==> config.mk <==
export PLATFORM = sky130hd
export DESIGN_NAME = regfile_wr_arbiter
export DESIGN_NICKNAME = d
export VERILOG_FILES = /design/src/rtl/regfile_wr_arbiter.sv
export SDC_FILE = /design/constraint.sdc
export NUM_CORES = 1
export LEC_CHECK = 0
export ABC_AREA = 1
export BUFFER_PORTS_ARGS = -buffer_cell sky130_fd_sc_hd__buf_4
export CORE_MARGIN = 8
export CORE_UTILIZATION = 49
export CTS_CLUSTER_DIAMETER = 50
export CTS_CLUSTER_SIZE = 10
export DETAILED_ROUTE_END_ITERATION = 10
export GPL_ROUTABILITY_DRIVEN = 0
export PLACE_DENSITY = 0.95
export REMOVE_ABC_BUFFERS = 1
export SYNTH_ARGS = -nofsm -noshare
export SYNTH_HDL_FRONTEND = slang
export SYNTH_SLANG_ARGS = --single-unit
==> constraint.sdc <==
create_clock -name clk -period 3 [get_ports clk]
set_input_delay 0.3 -clock clk [delete_from_list [all_inputs] [get_ports clk]]
set_output_delay 0.3 -clock clk [all_outputs]
set_load 0.01 [all_outputs]
==> src/rtl/regfile_wr_arbiter.sv <==
// ---------------------------------------------------------------------------
// regfile_wr_arbiter
//
// Arbitrates register-file writeback between the pipeline (port P) and a
// multi-cycle unit (port M). P has fixed priority. A starvation counter
// tracks consecutive stalled cycles on M. When it reaches STARVE_LIMIT, the
// FSM spends one cycle in FORCE, and M is granted unconditionally during
// that cycle. Each accepted transfer becomes a one-cycle registered write
// one cycle later. Writes to register 0 are accepted but never enabled.
//
// Ports:
//   clk, rst                      clock, asynchronous active-high reset
//   p_valid/p_ready/p_addr/p_data pipeline writeback request
//   m_valid/m_ready/m_addr/m_data multi-cycle unit request
//   we/waddr/wdata                registered register-file write port
//   forced                        high while the FSM is in FORCE
// ---------------------------------------------------------------------------
module regfile_wr_arbiter #(
    parameter int STARVE_LIMIT = 4,
    parameter int DATA_W       = 32,
    parameter int ADDR_W       = 5
) (
    input  logic              clk,
    input  logic              rst,
    input  logic              p_valid,
    output logic              p_ready,
    input  logic [ADDR_W-1:0] p_addr,
    input  logic [DATA_W-1:0] p_data,
    input  logic              m_valid,
    output logic              m_ready,
    input  logic [ADDR_W-1:0] m_addr,
    input  logic [DATA_W-1:0] m_data,
    output logic              we,
    output logic [ADDR_W-1:0] waddr,
    output logic [DATA_W-1:0] wdata,
    output logic              forced
);

    typedef enum logic {
        NORMAL = 1'b0,
        FORCE  = 1'b1
    } state_t;

    localparam logic [3:0] LIMIT = 4'(STARVE_LIMIT);

    state_t            state_q, state_d;
    logic [3:0]        stall_cnt_q, stall_cnt_d;
    logic              we_q, we_d;
    logic [ADDR_W-1:0] waddr_q, waddr_d;
    logic [DATA_W-1:0] wdata_q, wdata_d;
    logic              p_xfer, m_xfer;

    // The readies look only at state and p_valid. They never look at
    // m_valid, so M cannot create a combinational path back to itself. Both
    // readies are held low during reset, so nothing is accepted then.
    always_comb begin
        p_ready = 1'b0;
        m_ready = 1'b0;
        if (!rst) begin
            if (state_q == NORMAL) begin
                p_ready = 1'b1;
                m_ready = !p_valid;
            end else begin
                m_ready = 1'b1;
            end
        end
    end

    assign p_xfer = p_valid & p_ready;
    assign m_xfer = m_valid & m_ready;

    // Next-state logic and starvation counter.
    always_comb begin
        state_d     = state_q;
        stall_cnt_d = stall_cnt_q;
        case (state_q)
            NORMAL: begin
                if (m_valid && !m_ready) begin
                    stall_cnt_d = stall_cnt_q + 4'd1;
                    if (stall_cnt_d == LIMIT) begin
                        state_d = FORCE;
                    end
                end else begin
                    // M is idle or was just served.
                    stall_cnt_d = 4'd0;
                end
            end
            FORCE: begin
                // FORCE always lasts exactly one cycle, even if M is idle.
                state_d     = NORMAL;
                stall_cnt_d = 4'd0;
            end
            default: begin
                state_d     = NORMAL;
                stall_cnt_d = 4'd0;
            end
        endcase
    end

    // At most one of p_xfer / m_xfer can be high in a cycle. A write to
    // register 0 is consumed but leaves the write port idle, and the
    // previous address and data are kept.
    always_comb begin
        we_d    = 1'b0;
        waddr_d = waddr_q;
        wdata_d = wdata_q;
        if (p_xfer) begin
            if (p_addr != '0) begin
                we_d    = 1'b1;
                waddr_d = p_addr;
                wdata_d = p_data;
            end
        end else if (m_xfer) begin
            if (m_addr != '0) begin
                we_d    = 1'b1;
                waddr_d = m_addr;
                wdata_d = m_data;
            end
        end
    end

    always_ff @(posedge clk or posedge rst) begin
        if (rst) begin
            state_q     <= NORMAL;
            stall_cnt_q <= 4'd0;
            we_q        <= 1'b0;
            waddr_q     <= '0;
            wdata_q     <= '0;
        end else begin
            state_q     <= state_d;
            stall_cnt_q <= stall_cnt_d;
            we_q        <= we_d;
            waddr_q     <= waddr_d;
            wdata_q     <= wdata_d;
        end
    end

    assign we     = we_q;
    assign waddr  = waddr_q;
    assign wdata  = wdata_q;
    assign forced = (state_q == FORCE);

endmodule

==> results.toml, run 1 <==
[clock_network]
htree_levels = 2
cts_buffers = 5
cts.clk_slew.worst_paths_ns = 0.08
postCtsSetupBuffers = 0
cts_resized = 0
numClockSinks = 43
root_buffer = "clkbuf_8"
clock_path_buffers = 2
clock_latency_ns = 0.28
holdBufCountCts = 0
cts_tree = "done"

[layout]
utilization = 0.686
fillers = 411
multi_input_area_sq_um = 1050
stdcell_count = 479
nNetsFinal = 504
layout-drive-gt1-share = 0.348
seq_area_sq_um = 1080
antenna_cells_inserted = 0
syn_to_final_growth_pct = 35.5

[placement]
place_inst = 472
dp_hpwl_um = 5050
port_buffers = 118

[route]
drc_errors = 0
top_layer_used = "met4"
drt_iter0_markers = 77
via_per_inst = 4.97
wl_met1_um = 2510
wl_met3_um = 651
ant_nets = 0
num_vias = 2383
firstDrtPassIters = 4
dr_wl_met2_um = 3360
wl_um = 6590
routedWlPerCell_um = 13.8

[sta]
drv_slew = 0
tns_ns = 0
period_needed_ns = 2.25
max_freq_mhz = 444
slew_headroom = 0.576
hold_viol = 0
worst_pin_slew_ns = 0.635
fin_skew_ns = 0.00680
min_period_over_period = 0.751
grt_setup_unrepaired = "false"
finalSetupViolCount = 0

[critical_path]
worstSetupPathType = "flip-flop to flip-flop"
path_delay_family = "simple AND/OR/NAND/NOR gates"
cp-start-kind = "flip-flop"
worstPathBufferInverterCount = 1
worst_setup_path_end_kind = "flip-flop"
reg2reg_from = "forced$_DFF_PP0_"
critical_path_required_ns = 3.22
cp_max_fo = 38
slowest_delay_ns = 0.49
ff2ff_path_depth = 7
cp_cell_sequence = "nor2_2, nand2_2, inv_2, nand2_4, nand2_4, nand2_1, nand2_1"
worstPathArrival_ns = 2.48
regToRegSetupSlack_ns = 0.75
worst_path_max_delay_cell = "nand2_4"
r2r_end = "wdata[4]$_DFFE_PP0P_"

[floorplanning]
fp-row-count = 25
die_area_sq_um = 7340
initial_core_util = 0.507
die_h_um = 85.7
core_sq_um = 4690
ios = 119
die-width_um = 85.7

[grt]
grt_pass1_vias = 2375
grt_usage = 0.175
grt_max_degree = 44
antenna_found_initial = 0
overflow = 0
grt_first_pass_wirelength_um = 10700

[yosys]
synthTopCellsByArea = "dfrtp_1 45%, nand2_1 27%, nand3_1 8.6%"
ys_warn_count = 0
yosys_register_bits = 43
synth_area_per_cell_sq_um = 7.50
syn_inst = 317
synth.distinct_cells = 20
yosysTopAreaCell = "dfrtp_1"
syn_area_sq_um = 2380
synth_top_area_frac = 0.453
ys_seq_area_frac = 0.453

[pwr]
vdd_drop_max_mv = 0.317
power_mw = 1.54
power_density_nw_per_um2 = 479
static-leakage-power_nw = 1.90

[job]
maxCapViolations = 0

[outcome]
status = "complete, no violations"

[worst_hold_path]
hold_class = "input pin to async pin"
[flip-flops by register name, indices dropped and copies added (netlist names)]
signal	cells
stall_cnt_q	4
we	1
wdata	32
waddr	5
forced	1
[logic make-up after synthesis]
family | synth area share
AO/OA/AOI/OAI | 0.00631
AND/OR/NAND/NOR | 0.425
buffers and inverters | 0.107
XOR/XNOR | 0.00368
adder cells (fa/ha/maj) | 0.00526
flip-flops | 0.453
[synthesized netlist by cell type]
| cell type | n |
|---|---|
| nand2_2 | 13 |
| dfrtp_1 | 43 |
| nor2_1 | 6 |
| nor2_2 | 2 |
| inv_2 | 1 |
| buf_12 | 2 |
| ha_1 | 1 |
| nand2_4 | 2 |
| buf_4 | 1 |
| nand3_1 | 41 |
| a21oi_1 | 1 |
| buf_2 | 3 |
| inv_1 | 8 |
| xnor2_1 | 1 |
| nor3_1 | 1 |
| nor2b_1 | 1 |
| or2_2 | 1 |
| buf_6 | 14 |
| o21ai_0 | 2 |
| nand2_1 | 173 |
[report_power, final]
| group | switching (mW) | total, mW | internal, mW |
|---|---|---|---|
| clock network | 0.185 | 0.365 | 0.181 |
| logic | 0.233 | 0.468 | 0.234 |
| registers | 0.0471 | 0.711 | 0.664 |
[metal layers]
| metal | vias up | GRT usage |
|---|---|---|
| met1 | 1085 | 0.180 |
| li1 | 1190 | - |
| met4 | 0 | 0.0430 |
| met2 | 102 | 0.323 |
| met5 | - | 0 |
| met3 | 6 | 0.0697 |
[how the worst max path moves through the flow]
stage                     start               endpoint  slack (ns)  depth (start not counted)
2_1_floorplan               rst   waddr[0]$_DFFE_PP0P_        0.60                          7
5_1_grt        forced$_DFF_PP0_  wdata[19]$_DFFE_PP0P_        0.50                          7
4_1_cts        forced$_DFF_PP0_  wdata[23]$_DFFE_PP0P_        0.74                          7
3_5_place_dp   forced$_DFF_PP0_  wdata[23]$_DFFE_PP0P_        0.76                          7
3_3_place_gp                rst  wdata[20]$_DFFE_PP0P_        0.89                          8
6_report       forced$_DFF_PP0_   wdata[4]$_DFFE_PP0P_        0.75                          7
[cells in the final DEF, fill, tap and decap left out, drive strengths merged]
master / count
buf: 121
nand2: 188
clkinv: 1
dfrtp: 43
or2: 1
clkbuf: 6
nor3: 1
xnor2: 1
nor2: 8
ha: 1
o21ai: 2
nor2b: 1
inv: 9
a21oi: 1
nand3: 41
[layout make-up]
| cell class | count | share of cell area |
|---|---|---|
| clock buffer | 6 | 0.0256 |
| tap | 54 | 0.0210 |
| inverter | 9 | 0.0105 |
| clock inverter | 1 | 0.00155 |
| timing repair buffer | 121 | 0.282 |
| sequential | 43 | 0.334 |
| multi-input combinational | 245 | 0.325 |
[worst reg2reg max path: stages (launching register included)]
cell and delay, ns:
dfrtp_1 0.42, nor2_2 0.15, nand2_2 0.07, inv_2 0.47
nand2_4 0.39, nand2_4 0.50, nand2_1 0.11, nand2_1 0.08
[metrics by stage]
stage               cell area (sq um)  hold slack (ns)  setup slack (ns)
detailed placement               3130            0.454             0.764
CTS                              3220            0.197             0.742
global placement                 3130            0.446             0.888
finish                           3220            0.173             0.747
floorplan                        2160            0.432             0.595
global route                     3220            0.217             0.499
Note: power is estimated with default switching activity, not from simulation.
==> run 2, diff against run 1 <==
--- a/config.mk
+++ b/config.mk
@@ -8,12 +8,12 @@
 export ABC_AREA = 1
 export BUFFER_PORTS_ARGS = -buffer_cell sky130_fd_sc_hd__buf_4
 export CORE_MARGIN = 8
-export CORE_UTILIZATION = 49
+export CORE_UTILIZATION = 46
 export CTS_CLUSTER_DIAMETER = 50
 export CTS_CLUSTER_SIZE = 10
 export DETAILED_ROUTE_END_ITERATION = 10
 export GPL_ROUTABILITY_DRIVEN = 0
-export PLACE_DENSITY = 0.95
+export PLACE_DENSITY = 0.92
 export REMOVE_ABC_BUFFERS = 1
 export SYNTH_ARGS = -nofsm -noshare
 export SYNTH_HDL_FRONTEND = slang
==> constraint.sdc (replaced) <==
create_clock -name clk -period 2.3 [get_ports clk]
set_input_delay 0.23 -clock clk [delete_from_list [all_inputs] [get_ports clk]]
set_output_delay 0.23 -clock clk [all_outputs]
set_load 0.01 [all_outputs]
==> run 2 against run 1 <==
Against the previous run: clock power up 55%; via count down 2.0%; flip-flop and latch count unchanged; core utilization down 3.9 points; final cell count up 3.5%; maximum frequency up 34%; combinational power up 30%; count of clock-buffer cells in the layout unchanged; die area up 5.3%; critical endpoint is now wdata[5]$_DFFE_PP0P_; critical path depth up 1; sequential share of layout area down 0.44 points; non-clock buffer count up 1.
==> results.toml, run 2 (synthesis gave the netlist of run 1 again) <==
[outcome]
status = "complete, no violations"

[clock_network]
cts.clk_slew.worst_paths_ns = 0.08
cts_tree = "done"
cts_buffers = 5
postCtsSetupBuffers = 0
clock_path_buffers = 2
htree_levels = 2
holdBufCountCts = 0
clock_latency_ns = 0.29
numClockSinks = 43
root_buffer = "clkbuf_8"
cts_resized = 0

[sta]
finalSetupViolCount = 0
fin_skew_ns = 0.00611
drv_slew = 0
grt_setup_unrepaired = "false"
worst_pin_slew_ns = 0.531
hold_viol = 0
min_period_over_period = 0.730
slew_headroom = 0.646
whs_ns = 0.110
period_needed_ns = 1.68
max_freq_mhz = 595

[grt]
top_usage_layer = "met2"
overflow = 0
grt_usage = 0.179
grtUsageMet3 = 0.0647
grt_pass1_vias = 2420
met2_usage = 0.328
use_met1 = 0.185
grt_first_pass_wirelength_um = 11000
antenna_found_initial = 0
grt_max_degree = 44

[floorplanning]
initial_core_util = 0.471
die_h_um = 87.9
core_sq_um = 5040
ios = 119
die-width_um = 87.9
fp-row-count = 26
die_area_sq_um = 7720

[route]
firstDrtPassIters = 4
drt_iter0_markers = 142
ant_nets = 0
wl_um = 6760
via_per_inst = 4.71
drc_errors = 0
routedWlPerCell_um = 13.6
num_vias = 2335

[job]
maxCapViolations = 0

[layout]
largest_reg_flops = 32
final_cell_area_sq_um = 3260
layout-drive-gt1-share = 0.347
nNetsFinal = 505
final_common_cell = "nand2_1"
syn_to_final_growth_pct = 37.3
utilization = 0.647
layout_common_cells = "173 x nand2_1, 122 x buf_4, 43 x dfrtp_1"
antenna_cells_inserted = 0

[placement]
port_buffers = 118
dp_hpwl_um = 5090
placed_area_sq_um = 3160

[critical_path]
worstSetupPathType = "flip-flop to flip-flop"
cp_max_fo = 38
worst_setup_path_end_kind = "flip-flop"
critical_path_required_ns = 2.49
worstPathArrival_ns = 1.87
cp-start-kind = "flip-flop"

[worst_hold_path]
hold_class = "input pin to async pin"

[pwr]
power_density_nw_per_um2 = 644
power_mw = 2.10
static-leakage-power_nw = 1.91
vdd_drop_max_mv = 0.400
==> run 2: cell count changes in the layout (fill, tap and decap cells not counted), sizes merged <==
cell and delta:
buf +1, bufinv +1, clkinv -1
==> run 2: layer usage <==
| metal | share of wire | wire length (um) | vias up |
|---|---|---|---|
| li1 | - | - | 1190 |
| met1 | 0.38 | 2570 | 1059 |
| met2 | 0.52 | 3500 | 79 |
| met3 | 0.089 | 599 | 7 |
| met4 | 0.014 | 93 | 0 |
| met5 | 0 | 0 | - |
==> run 2: worst paths after layout <==
kind                       slack (ns)                startpoint  depth (start not counted)                        to
min reg2reg                      0.47  stall_cnt_q[0]$_DFF_PP0_                          1  stall_cnt_q[0]$_DFF_PP0_
min in group clk                 0.21                 p_data[3]                          5      wdata[3]$_DFFE_PP0P_
max reg2reg                      0.62          forced$_DFF_PP0_                          8      wdata[5]$_DFFE_PP0P_
max in group asynchronous        1.82                       rst                          3     wdata[31]$_DFFE_PP0P_
min                              0.11                       rst                          3      waddr[0]$_DFFE_PP0P_
max                              0.62          forced$_DFF_PP0_                          8      wdata[5]$_DFFE_PP0P_
==> run 2: worst max-delay path, stage by stage, from the launching register on <==
cell	delay (ns)
dfrtp_1	0.42
inv_1	0.09
nand2_1	0.06
nand2_2	0.08
nor2_2	0.04
nand2_2	0.29
nand2_4	0.36
nand2_1	0.15
nand2_1	0.06
==> run 2: through the flow <==
step | setup TNS, ns | setup slack [ns] | instances
floorplan | -1.05 | -0.0349 | 297
global placement | 0 | 0.701 | 489
detailed placement | 0 | 0.641 | 489
CTS | 0 | 0.620 | 496
global route | 0 | 0.460 | 496
finish | 0 | 0.620 | 496
==> run 2: final cells by class <==
class / instances / area (sq um)
Clock buffer: 6 / 72.6
Clock inverter: 1 / 30.0
Fill cell: 444 / 1780
Inverter: 9 / 33.8
Multi-Input combinational cell: 245 / 1050
Sequential cell: 43 / 1080
Tap cell: 70 / 87.6
Timing Repair Buffer: 122 / 916
==> run 2: power by group <==
| part | switching (mW) | internal [mW] |
|---|---|---|
| Sequential | 0.0618 | 0.866 |
| Combinational | 0.302 | 0.307 |
| Clock | 0.248 | 0.318 |
==> run 3, diff against run 2 <==
==> constraint.sdc (replaced) <==
create_clock -name clk -period 1.6 [get_ports clk]
set_input_delay 0.16 -clock clk [delete_from_list [all_inputs] [get_ports clk]]
set_output_delay 0.16 -clock clk [all_outputs]
set_load 0.01 [all_outputs]
==> run 3 against run 2 <==
Against the previous run: die area unchanged; global-route usage down 0.63 points; sequential power up 44%; clock skew up 0.00064 ns; count of clock-buffer cells in the layout up 1; first-iteration DRC count down 59%; routed wire length down 1.2%; hold slack worse by 0.078 ns; maximum frequency up 14%; clock power up 13%; non-clock buffer count up 3; via count up 1.2%; highest routed layer unchanged.
==> results.toml, run 3 (synthesis gave the netlist of run 1 again) <==
[outcome]
status = "complete, no violations"

[critical_path]
path_delay_family = "simple AND/OR/NAND/NOR gates"
slowest_delay_ns = 0.41
worstPathBufferInverterCount = 1
worst_path_max_delay_cell = "dfrtp_1"
worstSetupPathType = "flip-flop to flip-flop"
cp_cell_sequence = "nor2_2, nand2_2, inv_2, nand2_4, nand2_4, nand2_1, nand2_1"
worst_setup_path_end_kind = "flip-flop"
cp-start-kind = "flip-flop"
cp_max_fo = 38
critical_path_required_ns = 1.82
worstPathArrival_ns = 1.69

[floorplanning]
die-width_um = 87.9
die_area_sq_um = 7720
ios = 119
initial_core_util = 0.471
die_h_um = 87.9
fp-row-count = 26
core_sq_um = 5040

[layout]
syn_to_final_growth_pct = 37.3
stdcell_count = 500
layout-drive-gt1-share = 0.351
antenna_cells_inserted = 0
layout_common_cells = "173 x nand2_1, 125 x buf_4, 43 x dfrtp_1"
largest_reg_flops = 32
seq_area_sq_um = 1080
final_common_cell = "nand2_1"
nNetsFinal = 508
fillers = 440
multi_input_area_sq_um = 1050

[sta]
max_freq_mhz = 681
grt_setup_unrepaired = "false"
hold_viol = 0
period_needed_ns = 1.47
slew_headroom = 0.649
drv_slew = 0
min_period_over_period = 0.918
worst_pin_slew_ns = 0.526
finalSetupViolCount = 0
fin_skew_ns = 0.00675

[clock_network]
clock_path_buffers = 2
postCtsSetupBuffers = 0
htree_levels = 2
clock_latency_ns = 0.29
cts_tree = "done"
cts.clk_slew.worst_paths_ns = 0.07
cts_buffers = 5
numClockSinks = 43
holdBufCountCts = 0
root_buffer = "clkbuf_8"
cts_resized = 0

[route]
via_per_inst = 4.73
num_vias = 2363
firstDrtPassIters = 4
drc_errors = 0
wl_um = 6680
ant_nets = 0
routedWlPerCell_um = 13.4
drt_iter0_markers = 58

[grt]
grt_max_degree = 44
antenna_found_initial = 0
grt_pass1_vias = 2392
grt_first_pass_wirelength_um = 10500
overflow = 0
grt_usage = 0.173

[pwr]
p_clk_frac = 0.223
internal_power_mw = 2.00
swShare = 0.301
combPwrFrac = 0.309
static-leakage-power_nw = 1.92
seqPwrFrac = 0.468
p_sw_mw = 0.860
power_mw = 2.86
vdd_drop_max_mv = 0.383
power_density_nw_per_um2 = 875

[worst_hold_path]
hold_class = "input pin to async pin"

[job]
maxCapViolations = 0

[placement]
dp_hpwl_um = 5240
port_buffers = 118
place_inst = 492
-- run 3: path summary, 6_finish.rpt --
path	start	endpoint	slack (ns)	cells past startpoint
setup / recovery	forced$_DFF_PP0_	wdata[22]$_DFFE_PP0P_	0.13	7
setup reg to reg	forced$_DFF_PP0_	wdata[22]$_DFFE_PP0P_	0.13	7
max in group asynchronous	rst	waddr[1]$_DFFE_PP0P_	1.19	3
hold / removal	rst	wdata[1]$_DFFE_PP0P_	0.03	3
hold reg to reg	stall_cnt_q[0]$_DFF_PP0_	stall_cnt_q[0]$_DFF_PP0_	0.48	1
min in group clk	p_data[5]	wdata[5]$_DFFE_PP0P_	0.15	5
-- run 3: power by group through the flow --
stage / registers (mW) / logic [mW] / clock network [mW]
after CTS: 1.34 / 0.899 / 0.659
final: 1.34 / 0.882 / 0.639
after detailed placement: 1.36 / 0.898 / 0
after global placement: 1.35 / 0.866 / 0
after global routing: 1.36 / 0.971 / 0.702
after floorplan: 1.42 / 0.309 / 0
-- run 3: final cells by class --
| cell class | instances | area share |
|---|---|---|
| sequential | 43 | 0.330 |
| clock inverter | 1 | 0.00153 |
| inverter | 9 | 0.0103 |
| multi-input combinational | 245 | 0.321 |
| timing repair buffer | 125 | 0.287 |
| tap | 70 | 0.0268 |
| clock buffer | 7 | 0.0234 |
-- run 3: through the flow --
step | instance area [sq um] | TNS [ns] | hold WS (ns) | util | worst slack (ns)
global placement | 3180 | 0 | 0.356 | 0.631 | 0.249
CTS | 3260 | 0 | 0.0526 | 0.647 | 0.136
detailed placement | 3180 | 0 | 0.368 | 0.631 | 0.165
global route | 3260 | 0 | 0.0844 | 0.647 | 0.0149
finish | 3260 | 0 | 0.0319 | 0.647 | 0.132
floorplan | 2160 | -24.95 | 0.354 | - | -0.665
-- run 3: worst reg2reg max path: cells and delay by family, from the launching register on --
family,cells,cell delay [ns]
and+or+nand+nor,6,0.91
DFF,1,0.41
buffers and inverters,1,0.08
-- run 3: per-layer routing --
metal	global-route usage	wire (um)
met5	0	0
met2	0.321	3510
met1	0.169	2510
met4	0.0641	107
met3	0.0638	561
